**src/rtl/axis_frame_trailer_append.sv**
```systemverilog
// Purpose : appends one trailer word {0, MAGIC, frame_seq, beat_count} to each AXI4-Stream frame.
// Latency : 1 cycle from input handshake to m_axis_tvalid; a frame of N beats uses N+1 output cycles.
// Backpressure: s_axis_tready follows the single output slot; it is held low during the trailer cycle.
//
// Ports:
//   clk, rst              - clock, asynchronous active-high reset
//   enable                - trailer insertion enable, sampled on the first beat of each frame
//   s_axis_*              - upstream stream (tvalid/tdata/tlast in, tready out)
//   m_axis_*              - downstream stream (tvalid/tdata/tlast out, tready in)
//   frame_done            - one-cycle pulse after the final output beat of a frame is accepted
//   frame_seq             - sequence number the next trailer will carry
module axis_frame_trailer_append #(
   parameter int          DATA_WIDTH = 64,
   parameter logic [15:0] MAGIC      = 16'hA5C3,
   parameter logic [15:0] SEQ_INIT   = 16'h0000
) (
   input  logic                  clk,
   input  logic                  rst,
   input  logic                  enable,
   input  logic                  s_axis_tvalid,
   input  logic [DATA_WIDTH-1:0] s_axis_tdata,
   input  logic                  s_axis_tlast,
   output logic                  s_axis_tready,
   output logic                  m_axis_tvalid,
   output logic [DATA_WIDTH-1:0] m_axis_tdata,
   output logic                  m_axis_tlast,
   input  logic                  m_axis_tready,
   output logic                  frame_done,
   output logic [15:0]           frame_seq
);

   typedef enum logic {ST_PASS, ST_TRAILER} state_t;

   state_t                state, state_nxt;
   logic [15:0]           beat_cnt;
   logic [15:0]           beat_cnt_sat;
   logic                  frame_en;
   logic                  first_beat;
   logic                  slot_free;
   logic                  in_hs;
   logic                  beat_en;
   logic                  pass_last;
   logic [DATA_WIDTH-1:0] trailer_dat;

   assign slot_free = !m_axis_tvalid || m_axis_tready;
   assign in_hs     = s_axis_tvalid && s_axis_tready;

   // On the first beat the live enable applies; afterwards the latched copy does,
   // so toggling enable mid-frame cannot split a frame's treatment.
   assign beat_en   = first_beat ? enable : frame_en;

   // Last beat of a frame that is not getting a trailer carries tlast itself.
   assign pass_last = s_axis_tlast && !beat_en;

   assign beat_cnt_sat = (beat_cnt == 16'hFFFF) ? beat_cnt : beat_cnt + 16'd1;

   always_comb begin
      trailer_dat        = '0;
      trailer_dat[47:0]  = {MAGIC, frame_seq, beat_cnt};
   end

   always_ff @(posedge clk or posedge rst) begin
      if (rst) begin
         state <= ST_PASS;
      end else begin
         state <= state_nxt;
      end
   end

   always_comb begin
      state_nxt     = state;
      s_axis_tready = 1'b0;
      case (state)
         ST_PASS: begin
            s_axis_tready = slot_free;
            if (s_axis_tvalid && slot_free && s_axis_tlast && beat_en) begin
               state_nxt = ST_TRAILER;
            end
         end
         ST_TRAILER: begin
            if (slot_free) begin
               state_nxt = ST_PASS;
            end
         end
         default: state_nxt = ST_PASS;
      endcase
   end

   always_ff @(posedge clk or posedge rst) begin
      if (rst) begin
         m_axis_tvalid <= 1'b0;
         m_axis_tdata  <= '0;
         m_axis_tlast  <= 1'b0;
         frame_done    <= 1'b0;
         frame_seq     <= SEQ_INIT;
         beat_cnt      <= 16'd0;
         frame_en      <= 1'b0;
         first_beat    <= 1'b1;
      end else begin
         frame_done <= m_axis_tvalid && m_axis_tready && m_axis_tlast;
         if (state == ST_PASS) begin
            if (in_hs) begin
               m_axis_tvalid <= 1'b1;
               m_axis_tdata  <= s_axis_tdata;
               m_axis_tlast  <= pass_last;
               first_beat    <= pass_last;
               beat_cnt      <= pass_last ? 16'd0 : beat_cnt_sat;
               if (first_beat) begin
                  frame_en <= enable;
               end
            end else if (m_axis_tready) begin
               m_axis_tvalid <= 1'b0;
            end
         end else if (slot_free) begin
            // beat_cnt already includes the frame's last data beat here.
            m_axis_tvalid <= 1'b1;
            m_axis_tdata  <= trailer_dat;
            m_axis_tlast  <= 1'b1;
            frame_seq     <= frame_seq + 16'd1;
            beat_cnt      <= 16'd0;
            first_beat    <= 1'b1;
         end
      end
   end

endmodule

```
**config.mk**
```make
export PLATFORM = sky130hd
export DESIGN_NAME = axis_frame_trailer_append
export DESIGN_NICKNAME = d
export VERILOG_FILES = /design/src/rtl/axis_frame_trailer_append.sv
export SDC_FILE = /design/constraint.sdc
export NUM_CORES = 1
export LEC_CHECK = 0
export CAP_MARGIN = 20
export CORE_ASPECT_RATIO = 0.9
export CORE_MARGIN = 2
export CORE_UTILIZATION = 46
export DETAILED_ROUTE_END_ITERATION = 10
export HOLD_SLACK_MARGIN = 0.06
export PLACE_DENSITY_LB_ADDON = 0.05
export SLEW_MARGIN = 15
export SYNTH_ARGS = -nofsm -noshare
export SYNTH_HDL_FRONTEND = slang
export SYNTH_SLANG_ARGS = --single-unit
```
**constraint.sdc**
```tcl
create_clock -name clk -period 3.35 [get_ports clk]
set_input_delay 0.335 -clock clk [delete_from_list [all_inputs] [get_ports clk]]
set_output_delay 0.335 -clock clk [all_outputs]
set_load 0.02 [all_outputs]
```
# ---- Word level (Yosys, flattened, before mapping)
# Cells that the tools add are included.
dict set report totals {
  register_bits 102
  inputBits 70
  output_inout_bits 84
  wordCells 51
}
dict set report classes {
  add_sub_neg 2
  eq_ne 3
  n_mux 19
  n_bitwise 1
  n_reduce_logical 17
}
# operator count
set op_table {}
lappend op_table {{2-to-1 mux 64 bit} 3}
lappend op_table {{2-to-1 mux 16 bit} 5}
lappend op_table {{adder 16 x 1 -> 16 bit, second input constant} 2}
lappend op_table {{== test 16 bit, second input constant} 1}
lappend op_table {{2-to-1 mux 1 bit} 10}
lappend op_table {{AND reduction 2 bit} 4}
lappend op_table {{logical AND 1 bit} 7}
lappend op_table {{!= test 3 bit, second input constant} 1}
lappend op_table {{AND reduction 3 bit} 1}
lappend op_table {{nonzero test 3 bit} 1}
lappend op_table {{logical NOT 1 bit} 2}
lappend op_table {{!= test 2 x 1 -> 1 bit, second input constant} 1}
lappend op_table {{case mux 1 bit (2 select lines)} 1}
lappend op_table {{nonzero test 2 bit} 1}
lappend op_table {{logical OR 1 bit} 1}
lappend op_table {{inverter 1 bit} 1}

# ---- Depth between registers and ports, before layout
dict set report depth {
  depth_word 7
  depth_mapped 7
  ltp_nobuf 5
}

# ---- Worst setup path after synthesis
# No wires, ideal clock.
dict set report synth_timing {
  kind {register to register}
  start {register m_axis_tvalid}
  end {register beat_cnt[15]}
  setup_time_ps 79
  arrival_time_ps 1771
  t_required_ps 3271
  path_slack_ps 1499
  stages_incl_launch_ff 6
  path_buffers 1
  period_less_slack_ps 1851
  path_cell_list {dfrtp_1 nor2b_1 clkbuf_1 or4_4 nor3_1 mux2i_1}
}
dict set report synth_between {
  elab_chain_len 6
  word_cells_on_any_way 7
  cone_classes {1 x eq/ne; 1 x mux; 5 x reduce/logical}
}
# element line_no
set synth_lines {}
lappend synth_lines {{start: declaration} 24} ;# output logic m_axis_tvalid,
lappend synth_lines {{start signal: assignment} 91} ;# m_axis_tvalid <= 1'b0;
lappend synth_lines {{start signal: assignment} 103} ;# m_axis_tvalid <= 1'b1;
lappend synth_lines {{start signal: assignment} 112} ;# m_axis_tvalid <= 1'b0;
lappend synth_lines {{logical NOT 1 bit *} 45} ;# assign slot_free = !m_axis_tvalid || m_axis_tready;
lappend synth_lines {{logical OR 1 bit *} 45}
lappend synth_lines {{2-to-1 mux 1 bit} 73} ;# case (state)
lappend synth_lines {{logical AND 1 bit} 46} ;# assign in_hs = s_axis_tvalid && s_axis_tready;
lappend synth_lines {{nonzero test 2 bit (no source line)} n/a}
lappend synth_lines {{AND reduction 3 bit (no source line) *} n/a}
lappend synth_lines {{end signal: assignment} 107} ;# beat_cnt <= pass_last ? 16'd0 : beat_cnt_sat;
lappend synth_lines {{end: declaration} 35} ;# logic [15:0] beat_cnt;
# Mark *: on every way between the ends. The rest lies on a longest branch, timed or not.
# A chain may end at the register's enable or synchronous reset.

# ---- Worst setup path after layout
dict set report layout_timing {
  start {input m_axis_tready}
  end {output s_axis_tready}
}
dict set report layout_between {
  elab_chain_len 2
}
# element line_no
set layout_lines {}
lappend layout_lines {{start: declaration} 27} ;# input logic m_axis_tready,
lappend layout_lines {{logical OR 1 bit} 45}
lappend layout_lines {{2-to-1 mux 1 bit} 73}
lappend layout_lines {{end: declaration} 23} ;# output logic s_axis_tready,
# Every way passes these cells.

==> results.py <==
metrics = {
    "route": {
        "wire_per_inst_um": 15.77,
        "routed_via_density": 5.318,
        "via_count": 3643,
        "drt-initial-drc-count": 190,
        "drc_errors": 0,
        "first_pass_iters": 4,
        "wl_um": 10800,
        "ant_nets": 0,
    },
    "run": {
        "maxCapViolCount": 0,
    },
    "placement": {
        "dp_hpwl_um": 7771,
        "globalplace.congestion": 0.8273,
        "preCtsSetupSlack_ns": 0.8759,
        "dpl_cell_area_mm2": 0.006212,
        "placedCellCount": 670,
        "port_buffers": 153,
    },
    "setup_path": {
        "max_stage_delay_ns": 0.61,
        "cp-start-kind": "input port",
        "crit_top_cell": "clkdlybuf4s50_1",
        "crit_arrival_ns": 2.12,
        "cp-end-kind": "primary output",
        "cpMaxStageDelayCell": "nor2b_1",
        "cp.required_ns": 3.01,
        "crit_chain": "clkdlybuf4s50_1, nor2b_1, nor2_1, clkdlybuf4s50_1",
        "worstSetupPathType": "input port to primary output",
        "r2r_cells": 4,
        "crit_path_max_fanout": 8,
    },
    "cells_and_area": {
        "diodes": 0,
        "layout-drive-gt1-share_pct": 6.798,
        "final_area_mm2": 0.006392,
        "areaGrowthSynthToFinish_pct": 40.28,
        "layout.nets": 627,
        "final_cells": 685,
    },
    "synth": {
        "synth_edf_count": 0,
        "ys_top_cells_by_area": "dfrtp_1 (55%), mux2i_1 (7.9%), o21ai_0 (4.7%)",
        "syn_avg_cell_area_um2": 11.14,
        "synth_async_sr_flop_share_pct": 100.0,
        "syn_nets": 481,
        "yosys_warnings": 0,
        "synth.top_cell.area_share_pct": 55.46,
        "ys.flop_type": "dfrtp_1",
        "yosysTopAreaCell": "dfrtp_1",
        "netlist_instances": 409,
        "ys_seq_area_share_pct": 56.04,
        "ys_ff_latch": 102,
        "yosysUniqueCellTypes": 44,
        "synth_area_mm2": 0.004557,
    },
    "worst_hold_path": {
        "hp-class": "input port to asynchronous set/reset pin",
    },
    "timing": {
        "slew_headroom_pct": 38.96,
        "fmax_ghz": 0.4073,
        "post-route-min-period_ns": 2.455,
        "hold_violations": 0,
        "tightest_slew_ns": 0.9123,
        "skew_ns": 0.01143,
        "rsz0062_at_grt": "false",
        "fin_setup_tns_ns": 0,
        "setup_slack_ns": 0.8949,
        "setup_viol": 0,
        "period_share_pct": 73.29,
        "slew_violations": 0,
    },
    "floorplan": {
        "core-area_mm2": 0.009657,
        "die_h_um": 98.42,
        "rows": 34,
        "start_util_pct": 47.19,
        "die_w_um": 108.9,
        "die-area_mm2": 0.01072,
        "pin_count": 154,
    },
    "clock_network": {
        "cts.sinks": 102,
        "cts_tree": "done",
        "hold_buffers": 0,
        "htreeDepth": 3,
        "clk_latency_ns": 0.36,
        "cts_buffers": 9,
        "clk_path_buf_depth": 2,
        "post_cts_buffers": 0,
        "cts_resized": 0,
        "clkSlewWorstSetupHoldPaths_ns": 0.09,
        "root_buffer": "clkbuf_8",
    },
    "run_status": {
        "status": "complete, no violations",
    },
    "global_routing": {
        "grt_usage_pct": 21.25,
        "overflow": 0,
        "antenna_found_initial": 0,
        "grt_pass1_vias": 3503,
        "grt_pass1_wl_um": 17810,
        "grt_max_degree": 56,
    },
    "power_and_ir_drop": {
        "p_leak_nw": 2.625,
        "p_per_area_mw_per_mm2": 559.3,
        "peakVddDrop_mv": 0.2665,
        "pwr-share-comb_pct": 33.6,
        "p_switching_mw": 1.174,
        "seqPwrFrac_pct": 45.8,
        "power.internal_mw": 2.401,
        "power_switching_share_pct": 32.85,
        "power_frac_clock_pct": 20.6,
    },
}
power by group through the flow:
stage	combinational (mW)	clock [mW]	sequential (mW)
floorplan	0.403	0	1.86
global placement	1.19	0	1.65
detailed placement	1.22	0	1.66
CTS	1.22	0.762	1.64
global route	1.29	0.819	1.67
finish	1.20	0.737	1.64
metal layers:
metal  vias to the layer above  part of all wire, %  global-route usage (%)
met2                       101                   50                   34.64
met1                      1756                   44                   27.87
li1                       1777                    -                       -
met4                         0                 0.94                   5.030
met3                         9                  5.9                   6.548
met5                         -                    0                       0
cell families after synthesis:
kind of cell	synth area share (%)
adder cells (fa/ha/maj)	0.5491
multiplexers	8.402
flip-flops	56.04
buffers and inverters	3.267
AND/OR/NAND/NOR	13.62
XOR/XNOR	3.075
AO/OA/AOI/OAI	15.05
area by class of cell:
cell class / count / area, um2
multi-input cells: 274 / 1871
repair buffers: 160 / 1597
well taps: 126 / 157.7
clock inverters: 4 / 48.80
clock buffers: 11 / 131.4
inverters: 8 / 32.53
fillers: 783 / 3264
flip-flops and latches: 102 / 2555
worst paths after layout:
kind                                             start                           end  slack, ns
max                                      m_axis_tready                 s_axis_tready       0.89
min                                                rst  m_axis_tdata[53]$_DFFE_PP0P_       0.41
max reg2reg                            state$_DFF_PP0_       beat_cnt[2]$_DFFE_PP0P_       1.12
min reg2reg                m_axis_tdata[6]$_DFFE_PP0P_   m_axis_tdata[6]$_DFFE_PP0P_       0.48
max in group asynchronous                          rst        first_beat$_DFFE_PP1P_       2.21
min in group clk           m_axis_tdata[6]$_DFFE_PP0P_   m_axis_tdata[6]$_DFFE_PP0P_       0.48
Yosys cell counts (2+ instances only):
cell and instances:
nand2b_1 4, o41ai_1 2, a21oi_1 5, nor2_1 14
ha_1 2, nand2_1 52, o21ai_0 43, xor2_1 2
o221ai_1 4, a22o_1 24, or4_4 2, nor4_1 2
a31oi_1 7, mux2_2 2, inv_1 8, and3_1 2
dfrtp_1 101, nor3_1 6, nand4_1 11, buf_2 13
o22a_1 8, nand3_1 15, o211ai_1 2, clkbuf_1 10
xnor2_1 14, mux2i_1 36
stage by stage:
stage	total power [mW]	hold WS, ns	utilization [%]
floorplan	2.261	0.4610	-
global placement	2.846	0.4598	64.33
detailed placement	2.877	0.4702	64.33
CTS	3.619	0.4179	66.20
global route	3.784	0.4614	66.20
finish	3.575	0.4070	66.20
flip-flops by register name (all words and copies together) (netlist names):
signal         cells
beat_cnt          16
first_beat         1
frame_done         1
frame_en           1
frame_seq         16
m_axis_tdata      64
m_axis_tlast       1
m_axis_tvalid      1
state              1
cells in the final DEF (no fill, tap or decap), types with 4 or more instances in the layout:
cell type and instances:
clkbuf_8 9, o221ai_1 4, xnor2_1 14, nor2_1 14, mux2i_1 36, buf_4 6, nor3_1 5, nand2_1 52
o22a_1 8, nand4_1 11, nand2b_1 4, inv_1 7, clkdlybuf4s50_1 153, o21ai_0 42, a31oi_1 7, dfrtp_1 100
a21oi_1 5, nand3_1 15, a22o_1 24
worst max-delay path, delay by kind of cell:
kind | cells | cell delay (ns)
buffers and inverters | 2 | 1.02
and+or+nand+nor | 2 | 0.77
Power figures use the tool's default switching activity.
